===== src/rtl/sha1_pkg.sv =====
// Shared SHA-1 constants, FSM state type and round-logic helpers.
// Used by sha1_round (combinational round) and sha1_engine (block engine).
package sha1_pkg;

    localparam logic [31:0] H0INIT = 32'h67452301;
    localparam logic [31:0] H1INIT = 32'hefcdab89;
    localparam logic [31:0] H2INIT = 32'h98badcfe;
    localparam logic [31:0] H3INIT = 32'h10325476;
    localparam logic [31:0] H4INIT = 32'hc3d2e1f0;
    localparam logic [159:0] HINIT = {H0INIT, H1INIT, H2INIT, H3INIT, H4INIT};

    localparam logic [31:0] K0 = 32'h5a827999;
    localparam logic [31:0] K1 = 32'h6ed9eba1;
    localparam logic [31:0] K2 = 32'h8f1bbcdc;
    localparam logic [31:0] K3 = 32'hca62c1d6;

    localparam int NROUNDS = 80;

    typedef enum logic [1:0] {IDLE, LOAD, ROUND, UPDATE} state_t;

    function automatic logic [31:0] rotl(input logic [31:0] x, input int unsigned n);
        return (x << n) | (x >> (32 - n));
    endfunction

    function automatic logic [31:0] ch(input logic [31:0] b, input logic [31:0] c,
                                       input logic [31:0] d);
        return (b & c) | (~b & d);
    endfunction

    function automatic logic [31:0] parity(input logic [31:0] b, input logic [31:0] c,
                                           input logic [31:0] d);
        return b ^ c ^ d;
    endfunction

    function automatic logic [31:0] maj(input logic [31:0] b, input logic [31:0] c,
                                        input logic [31:0] d);
        return (b & c) | (b & d) | (c & d);
    endfunction

    function automatic logic [31:0] k_of(input logic [6:0] t);
        if (t < 7'd20)      return K0;
        else if (t < 7'd40) return K1;
        else if (t < 7'd60) return K2;
        else                return K3;
    endfunction

    function automatic logic [31:0] f_of(input logic [6:0] t, input logic [31:0] b,
                                         input logic [31:0] c, input logic [31:0] d);
        if (t < 7'd20)                     return ch(b, c, d);
        else if (t >= 7'd40 && t < 7'd60)  return maj(b, c, d);
        else                               return parity(b, c, d);
    endfunction

endpackage


===== src/rtl/sha1_round.sv =====
// One SHA-1 compression round, purely combinational (zero latency, no handshake).
// f_t and K_t are chosen from this stage's own round index t.
module sha1_round
    import sha1_pkg::*;
(
    input  logic [31:0] a,
    input  logic [31:0] b,
    input  logic [31:0] c,
    input  logic [31:0] d,
    input  logic [31:0] e,
    input  logic [31:0] w,
    input  logic [6:0]  t,
    output logic [31:0] aNext,
    output logic [31:0] bNext,
    output logic [31:0] cNext,
    output logic [31:0] dNext,
    output logic [31:0] eNext
);

    logic [31:0] temp;

    assign temp  = rotl(a, 5) + f_of(t, b, c, d) + e + k_of(t) + w;
    assign aNext = temp;
    assign bNext = a;
    assign cNext = rotl(b, 30);
    assign dNext = c;
    assign eNext = d;

endmodule


===== src/rtl/sha1_engine.sv =====
// SHA-1 block engine: 16 words in over valid/ready, 80 rounds at ROUNDS_PER_CYCLE per clock, then H update.
// Latency 80/R+1 edges from word 15 to oDone; oReady low outside LOAD, input stalls tolerated indefinitely.
module sha1_engine
    import sha1_pkg::*;
#(
    parameter int ROUNDS_PER_CYCLE = 1,
    parameter int WORDSIZE         = 32
) (
    input  logic         iClk,
    input  logic         iRst,
    input  logic [31:0]  iDat,
    input  logic         iValid,
    input  logic         iInitial,
    output logic         oReady,
    output logic [159:0] oDat,
    output logic         oDone
);

    localparam int R = ROUNDS_PER_CYCLE;

    if (!(R == 1 || R == 2 || R == 4 || R == 5)) begin : gBadRounds
        $error("sha1_engine: ROUNDS_PER_CYCLE must be 1, 2, 4 or 5");
    end
    if (WORDSIZE != 32) begin : gBadWord
        $error("sha1_engine: WORDSIZE must be 32");
    end

    state_t state, nextState;

    logic [3:0]          count;
    logic [6:0]          t;
    logic [159:0]        hReg;
    logic [31:0]         regA, regB, regC, regD, regE;
    logic [WORDSIZE-1:0] wReg [16];
    logic [R*32-1:0]     wCurFlat;
    logic                roundLast;

    assign roundLast = (t == 7'(NROUNDS - R));
    assign oDat      = hReg;

    // Round chain. A stage only needs a same-cycle schedule word at distance 3
    // (R <= 5 < 8), so older taps always come straight from the register file.
    for (genvar j = 0; j < R; j++) begin : gStage
        logic [31:0] aIn, bIn, cIn, dIn, eIn;
        logic [31:0] aOut, bOut, cOut, dOut, eOut;
        logic [31:0] wM3, wNew, wCur;
        logic [6:0]  tj;
        logic [3:0]  s;

        assign tj = t + 7'(j);
        assign s  = tj[3:0];

        if (j == 0) begin : gHead
            assign aIn = regA;
            assign bIn = regB;
            assign cIn = regC;
            assign dIn = regD;
            assign eIn = regE;
        end else begin : gLink
            assign aIn = gStage[j-1].aOut;
            assign bIn = gStage[j-1].bOut;
            assign cIn = gStage[j-1].cOut;
            assign dIn = gStage[j-1].dOut;
            assign eIn = gStage[j-1].eOut;
        end

        if (j >= 3) begin : gFwd
            assign wM3 = gStage[j-3].wCur;
        end else begin : gTap
            assign wM3 = wReg[s - 4'd3];
        end

        assign wNew = rotl(wM3 ^ wReg[s - 4'd8] ^ wReg[s + 4'd2] ^ wReg[s], 1);
        assign wCur = (tj < 7'd16) ? wReg[s] : wNew;
        assign wCurFlat[j*32 +: 32] = wCur;

        sha1_round uRound (
            .a    (aIn),
            .b    (bIn),
            .c    (cIn),
            .d    (dIn),
            .e    (eIn),
            .w    (wCur),
            .t    (tj),
            .aNext(aOut),
            .bNext(bOut),
            .cNext(cOut),
            .dNext(dOut),
            .eNext(eOut)
        );
    end

    always_ff @(posedge iClk or posedge iRst) begin
        if (iRst) state <= IDLE;
        else      state <= nextState;
    end

    always_comb begin
        nextState = state;
        oReady    = 1'b0;
        case (state)
            IDLE:   nextState = LOAD;
            LOAD: begin
                oReady = 1'b1;
                if (iValid && count == 4'd15) nextState = ROUND;
            end
            ROUND:  if (roundLast) nextState = UPDATE;
            UPDATE: nextState = LOAD;
            default: nextState = IDLE;
        endcase
    end

    always_ff @(posedge iClk or posedge iRst) begin
        if (iRst) begin
            hReg  <= HINIT;
            regA  <= '0;
            regB  <= '0;
            regC  <= '0;
            regD  <= '0;
            regE  <= '0;
            count <= '0;
            t     <= '0;
            oDone <= 1'b0;
            for (int i = 0; i < 16; i++) wReg[i] <= '0;
        end else begin
            oDone <= 1'b0;
            case (state)
                LOAD: begin
                    if (iValid) begin
                        wReg[count] <= iDat;
                        count       <= count + 4'd1;
                        if (count == 4'd0) begin
                            if (iInitial) begin
                                hReg                           <= HINIT;
                                {regA, regB, regC, regD, regE} <= HINIT;
                            end else begin
                                {regA, regB, regC, regD, regE} <= hReg;
                            end
                        end
                        if (count == 4'd15) t <= '0;
                    end
                end
                ROUND: begin
                    regA <= gStage[R-1].aOut;
                    regB <= gStage[R-1].bOut;
                    regC <= gStage[R-1].cOut;
                    regD <= gStage[R-1].dOut;
                    regE <= gStage[R-1].eOut;
                    t    <= t + 7'(R);
                    // Rewriting a slot with its own value for t < 16 is harmless.
                    for (int j = 0; j < R; j++) begin
                        wReg[4'(t[3:0] + 4'(j))] <= wCurFlat[j*32 +: 32];
                    end
                end
                UPDATE: begin
                    hReg  <= {hReg[159:128] + regA, hReg[127:96] + regB, hReg[95:64] + regC,
                              hReg[63:32] + regD, hReg[31:0] + regE};
                    oDone <= 1'b1;
                    count <= '0;
                end
                default: ;
            endcase
        end
    end

endmodule


===== config.mk =====
export PLATFORM = sky130hd
export DESIGN_NAME = sha1_engine
export DESIGN_NICKNAME = d
export VERILOG_FILES = /design/src/rtl/sha1_pkg.sv /design/src/rtl/sha1_round.sv /design/src/rtl/sha1_engine.sv
export SDC_FILE = /design/constraint.sdc
export NUM_CORES = 2
export LEC_CHECK = 0
export BUFFER_PORTS_ARGS = -buffer_cell sky130_fd_sc_hd__buf_2
export CAP_MARGIN = 20
export CORE_UTILIZATION = 35
export CTS_BUF_LIST = sky130_fd_sc_hd__clkbuf_4 sky130_fd_sc_hd__clkbuf_8
export CTS_CLUSTER_DIAMETER = 50
export DETAILED_ROUTE_END_ITERATION = 8
export PLACE_DENSITY = 0.61
export SLEW_MARGIN = 20
export SYNTH_ARGS = -nofsm -noshare
export SYNTH_HDL_FRONTEND = slang
export SYNTH_HIERARCHICAL = 1
export SYNTH_SLANG_ARGS = --single-unit
export TNS_END_PERCENT = 1

===== constraint.sdc =====
create_clock -name iClk -period 25 [get_ports iClk]
set_clock_uncertainty 0.2 [all_clocks]
set_input_delay 1.25 -clock iClk [delete_from_list [all_inputs] [get_ports iClk]]
set_output_delay 1.25 -clock iClk [all_outputs]
set_load 0.005 [all_outputs]

Word-level counts from Yosys, hierarchy flattened
Index checks and enable logic that the tools add are counted.
- add/sub/neg operators: 14
- multipliers: 0
- divide/modulo/power cells: 0
- order comparisons: 12
- equality and inequality tests: 11
- shift-type cells: 0
- muxes and demuxes: 60
- bitwise operators: 21
- reduce and logical (&&, ||, !) cells: 15
- operators by type and width (kind ; number):
    512-bit bitwise mux ; 2
    512-bit one-hot mux with 2 select lines ; 1
    32-bit two-way mux ; 30
    32-bit binary-select mux with 4-bit select ; 4
    512-bit two-way mux ; 1
    160-bit two-way mux ; 3
    160-bit one-hot mux with 2 select lines ; 1
    32-bit one-hot mux with 2 select lines ; 5
    32-bit adder ; 9
    32-bit demux with 4-bit select ; 2
    32-bit XOR ; 5
    32-bit bitwise AND ; 4
    32-bit OR ; 3
    32-bit inverter ; 1
    32-bit by 1-bit OR with 32-bit output ; 1
    32-bit by 30-bit OR with 32-bit output ; 1
    32-bit by 5-bit OR with 32-bit output ; 1
    31-bit two-way mux ; 1
    5-bit >= comparator, second input constant ; 5
    4-bit inverter with 5-bit output ; 5
    7-bit by 5-bit less-than comparator with 1-bit output, second input constant ; 2
    7-bit by 6-bit less-than comparator with 1-bit output, second input constant ; 2
    7-bit two-way mux ; 2
    7-bit one-hot mux with 2 select lines ; 1
    other kinds (25) ; 41
- register bits: 846
- latch bits: 0
- bits in writable memories: 0
- ROM bits: 0
- input port bits: 36
- output and inout port bits: 162
- word-level logic and storage cells: 159
- memories kept: 0

Longest topological paths before layout
- word-level depth: 12
- mapped depth: 33
- depth with buffers taken out: 26

By module
The synthesis kept the hierarchy.
- modules (own cells, without submodules) (module ; instances ; cells an instance ; area an instance (µm²) ; seq. area each (µm²)):
    sha1_engine ; 1 ; 5688 ; 57058.5 ; 21270.4
    sha1_round ; 1 ; 778 ; 6633.9 ; 0.0

Worst setup path before layout
No wires, ideal clock.
- path kind: reg2reg
- from: register t[1]
- to: register regA[31], in the netlist gStage[0].aIn[31]
- data arrival time: 7.293 ns
- setup slack: 17.372 ns
- stages on the path, launching flop included: 34
- path buffers: 8
- period minus slack after synthesis: 7.628 ns
- cells stage by stage: dfrtp_1 -> buf_6 -> buf_4 -> buf_2 -> inv_2 -> buf_2 -> ha_1 -> buf_4 -> buf_6 -> clkbuf_1 -> mux4_2 -> mux4_2 -> xnor2_1 -> xnor2_1 -> o21ai_2 -> buf_6 -> inv_1 -> fa_1 -> fa_1 -> fa_1 -> inv_1 -> ha_1 -> inv_1 -> fa_1 -> nor2b_1 -> o2111ai_2 -> a31oi_4 -> nor2_4 -> a21oi_4 -> a21oi_1 -> a221oi_2 -> xnor2_1 -> a22oi_1 -> o21ai_0
- longest elaborated chain between the ends: 12
- elaborated cells on any way between the ends: 40
- ends and longest elaborated chain (item ; line ; text):
    start, declared ; sha1_engine.sv:31 ; logic [6:0] t;
    start signal, assigned ; sha1_engine.sv:149 ; t <= t + 7'(R);
    4-bit by 2-bit subtractor with 4-bit output or 4-bit subtractor (tied branches) ; sha1_engine.sv:70, sha1_engine.sv:73 ;
    4-bit inverter with 5-bit output, on equally long branches ; sha1_engine.sv:70, sha1_engine.sv:73 ;
    32-bit binary-select mux with 4-bit select, on equally long branches ; sha1_engine.sv:70, sha1_engine.sv:73 ;
    32-bit two-way mux, on equally long branches (2 in a row) ; sha1_engine.sv:70, sha1_engine.sv:73 ;
    32-bit XOR (3 in a row) ; sha1_engine.sv:73 ; assign wNew = rotl(wM3 ^ wReg[s - 4'd8] ^ wReg[s + 4'd2] ^ wReg[s], 1);
    32-bit by 1-bit OR with 32-bit output ; sha1_pkg.sv:22 ; return (x << n) | (x >> (32 - n));
    32-bit two-way mux (*) ; sha1_engine.sv:74 ; assign wCur = (tj < 7'd16) ? wReg[s] : wNew;
    net gStage[0].wCur[1] ; sha1_engine.sv:46 ; logic [31:0] wM3, wNew, wCur;
    32-bit adder (*) ; sha1_round.sv:22 ; assign temp = rotl(a, 5) + f_of(t, b, c, d) + e + k_of(t) + w;
    net gStage[0].aOut[31] ; sha1_engine.sv:45 ; logic [31:0] aOut, bOut, cOut, dOut, eOut;
    32-bit one-hot mux with 2 select lines (*) ; sha1_engine.sv:127 ; case (state)
    end signal, assigned ; sha1_engine.sv:137 ; {regA, regB, regC, regD, regE} <= hReg;
    end signal, assigned ; sha1_engine.sv:144 ; regA <= gStage[R-1].aOut;
    end, declared ; sha1_engine.sv:33 ; logic [31:0] regA, regB, regC, regD, regE;
Mark *: on every way through the listed nets, which the timed path passes. The rest lies on a longest branch. The select of a mux whose other input is x is not followed.
A chain may end at the register's enable or synchronous reset.

Final worst setup path
- from: register t[1]
- to: register regA[29], in the netlist gStage[0].aIn[29]
- longest elaborated chain between the ends: 12
- elaborated cells on any way between the ends: 40
- ends and longest elaborated chain (item ; line):
    branches (longest 10 deep; another with 32-bit adder) ; --
    32-bit adder (*) ; sha1_round.sv:22
    net gStage[0].aOut[29] ; sha1_engine.sv:45
    32-bit one-hot mux with 2 select lines (*) ; sha1_engine.sv:127
Mark *: on every way through the listed nets, which the timed path passes. The select of a mux whose other input is x is not followed.

==> out/summary.txt <==
Final core occ -> 38.1%
CTS Buffer Depth -> 3
CP Class -> register to register
Synth Area in Simple Gates -> 9.81%
Synth async-reset ratio -> 100%
Crit-path most repeated cell -> fa_1
Avg Inst Size Synth -> 9.85 sq um
Crit path required time -> 25.57 ns
Max-cap viol count -> 0
Die ar. -> 0.184 sq mm
Final clock period utilization by the worst path -> 37.9%
# placed instances -> 8,485
Seq/Total Area, Yosys -> 33.4%
Tot GR Track Use -> 27.1%
Area added between synthesis and finish -> 8.24%
Die Wd -> 429 um
Pleak -> 0.0279 uW
Setup Slack @ Placement -> 15.51 ns
Total wire length -> 254,000 um
Hold_buf cts -> 0
Buffers on Ports -> 197
Clk_lat worst skew -> 0.94 ns
Starting DRT DRC Count -> 7,214
CTS H-tree lvls -> 4
Top FF cell, synth -> dfrtp_1
Site row count -> 156
Dpl cell area -> 0.0655 sq mm
First-pass GRT wire length -> 369,000 um
Initial antenna violation count -> 13
Routability cong. -> 0.952
Post-CTS Setup Inserts -> 0
VDD IR max -> 0.183 mV
Residual DRC -> 0
Complex-gate fraction of the synthesized area -> 20.8%
Clock slew seen by the registers of the worst setup and hold paths -> 0.07 ns
Worst path cell trace -> inv_4 > ha_4 > buf_4 > buf_4 > mux4_2 > mux4_2 > xnor2_1 > xnor2_1 > o21ai_2 > fa_1 > inv_1 > fa_1 > fa_1 > inv_1 > ha_1 > a21oi_1 > nand2_1 > nor2_1 > a21oi_4 > a211oi_2 > nor3_1 > a311o_1 > o22ai_1 > o21ai_0
Worst path arrival time -> 10.04 ns
Final worst slack -> 15.53 ns
Mapped cell area -> 0.0637 sq mm
Detailed Place HPWL -> 156,000 um
Clock Sinks -> 846
Critical path's slowest cell -> o21ai_2
Post-synthesis xor/xnor area fraction -> 3.65%
Synth Area in Adders -> 7.98%
Vias in the first global route -> 53,800
Rel. slew slack -> 20.2%
Layout cells sized above 1 -> 19.7%
Ys Warns -> 6
CTS tree -> built
WL/cell -> 29.0 um
CP startpoint kind -> register
Via count -> 55,300
RSZ-0062 raised after global routing -> false
Period minus WS final -> 9.47 ns
Worst Setup End Kind -> register
Fin nets -> 6,635
Via/cell ratio -> 6.30
Setup TNS -> 0 ns
CP top delay family -> adder cells
Mapped Cells -> 6,466
Die Y-Extent -> 429 um
Status -> finished clean
Pins Over Slew Limit -> 0
Max stage delay on crit path -> 0.91 ns
Worst-Margin Slew -> 1.20 ns
Drt first pass iters -> 6
Pwr dens -> 176 mW/mm^2
Largest net degree at the start of global routing -> 242
CP Buf/Inv Count -> 5
Clock root cell -> clkbuf_8
CTS resizes -> 0
Number of synthesized flops with an enable pin -> 0
Core ar. -> 0.181 sq mm
Design area -> 0.0689 sq mm
Setup violators final -> 0
Num CTS Buffers -> 151
Max Freq -> 0.106 GHz
HP Class -> input port to asynchronous set/reset pin
Crit Path Max Fanout -> 40
Syn_nets -> 6,833
I/O Pins -> 198
Final hold vios -> 0
Largest family of logic cells by synthesized area -> compound AO/OA/AOI/OAI gates
Multiplexer area fraction after synthesis -> 17.5%
Seq cells post-synth -> 846
Count of different cell masters after synthesis -> 96
GRT overflow -> 0
Initial core utilization -> 35.2%
Final ANT Viol Nets -> 0
Non-Filler Instances -> 8,767
Yosys cell counts, types with 16 or more instances:
cell type / number / share of area, %
a211oi_1: 21 / 0.25
a21o_1: 89 / 1.0
a21oi_1: 334 / 2.6
a221o_1: 19 / 0.30
a221oi_1: 16 / 0.22
a22oi_1: 583 / 6.9
a31oi_1: 31 / 0.30
and2_1: 16 / 0.16
and3_1: 25 / 0.25
buf_1: 33 / 0.19
buf_2: 58 / 0.46
buf_4: 146 / 1.7
buf_6: 36 / 0.64
clkbuf_1: 387 / 2.3
dfrtp_1: 766 / 30
dfstp_2: 80 / 3.3
fa_1: 125 / 3.9
ha_1: 206 / 4.0
inv_1: 266 / 1.6
mux2i_1: 101 / 1.6
mux4_2: 448 / 16
nand2_1: 785 / 4.6
nand2b_1: 53 / 0.52
nand3_1: 74 / 0.58
nor2_1: 353 / 2.1
nor2b_1: 55 / 0.54
nor3_1: 25 / 0.20
o21a_1: 24 / 0.28
o21ai_0: 557 / 4.4
o21ai_1: 156 / 1.2
o21ai_2: 32 / 0.44
o21bai_1: 24 / 0.28
o22ai_1: 74 / 0.73
o31ai_1: 18 / 0.21
or3_1: 17 / 0.17
xnor2_1: 179 / 2.5
xor2_1: 77 / 1.1
cell type report:
type	instances	area, sq um
diodes	12	30.0
clock buffers	235	2950
clock inverters	35	412
fillers	17800	112000
inverters	268	1010
multi-input cells	4692	38400
flip-flops and latches	846	21300
well taps	2370	2970
repair buffers	309	1880
cell families after synthesis:
group,count (synthesis)
xor+xnor,261
mux,551
fa+ha+maj,331
compound gates,2089
simple gates,1460
flops,846
buf+inv,928
worst register-to-register path, stage by stage, from the launching register on:
cell      delay, ns
dfrtp_4        0.74
inv_4          0.45
ha_4           0.74
buf_4          0.63
buf_4          0.73
mux4_2         0.61
mux4_2         0.47
xnor2_1        0.21
xnor2_1        0.10
o21ai_2        0.91
fa_1           0.57
inv_1          0.08
fa_1           0.43
fa_1           0.51
inv_1          0.05
ha_1           0.35
a21oi_1        0.21
nand2_1        0.08
nor2_1         0.18
a21oi_4        0.11
a211oi_2       0.33
nor3_1         0.08
a311o_1        0.28
o22ai_1        0.16
o21ai_0        0.09
worst paths after layout:
| path | cells after the start | slack (ns) | start | end |
|---|---|---|---|---|
| max | 24 | 15.53 | t[1]$_DFFE_PP0P_ | gStage[0].aIn[29]$_DFFE_PP0P_ |
| min | 2 | 0.28 | iRst | oDone$_DFF_PP0_ |
| max in group asynchronous | 5 | 21.06 | iRst | wReg[467]$_DFFE_PP0P_ |
| max reg2reg | 24 | 15.53 | t[1]$_DFFE_PP0P_ | gStage[0].aIn[29]$_DFFE_PP0P_ |
| min reg2reg | 2 | 0.32 | gStage[0].eIn[14]$_DFFE_PP0P_ | gStage[0].eIn[14]$_DFFE_PP0P_ |
| min in group iClk | 2 | 0.32 | gStage[0].eIn[14]$_DFFE_PP0P_ | gStage[0].eIn[14]$_DFFE_PP0P_ |
routing by layer:
| layer | GRT usage [%] | up-vias | routed length [um] |
|---|---|---|---|
| li1 | - | 23300 | - |
| met1 | 33.3 | 27300 | 93100 |
| met2 | 41.2 | 3690 | 114000 |
| met3 | 8.61 | 921 | 30500 |
| met4 | 16.8 | 6 | 16900 |
| met5 | 0 | - | 37 |
metrics by stage:
stage	total power (uW)	hold WS, ns
global route	12900	0.338
global placement	10300	0.294
floorplan	8420	0.275
detailed placement	10500	0.303
finish	12200	0.281
CTS	12000	0.264
cells in the final DEF, fill, tap and decap left out, types with 125 or more instances in the layout:
cell type	count
a22oi_1	583
a21oi_1	334
clkbuf_8	189
mux4_2	448
nor2_1	333
fa_1	125
ha_1	202
buf_2	197
dfrtp_1	762
nand2_1	773
o21ai_1	153
o21ai_0	557
xnor2_1	177
inv_1	265
registers in the layout, indices dropped and copies added, names as in the netlist:
signal,cells
count,4
gStage.aIn,32
gStage.bIn,32
gStage.cIn,32
gStage.dIn,32
gStage.eIn,32
oDat,160
oDone,1
state,2
t,7
wReg,512
where the power goes:
part           switching (uW)  internal (uW)  total [uW]
clock network             670            833        1500
registers                 753           1820        2570
logic                    4820           3260        8080
total                    6240           5910       12200
(Power assumes the default switching activity.)
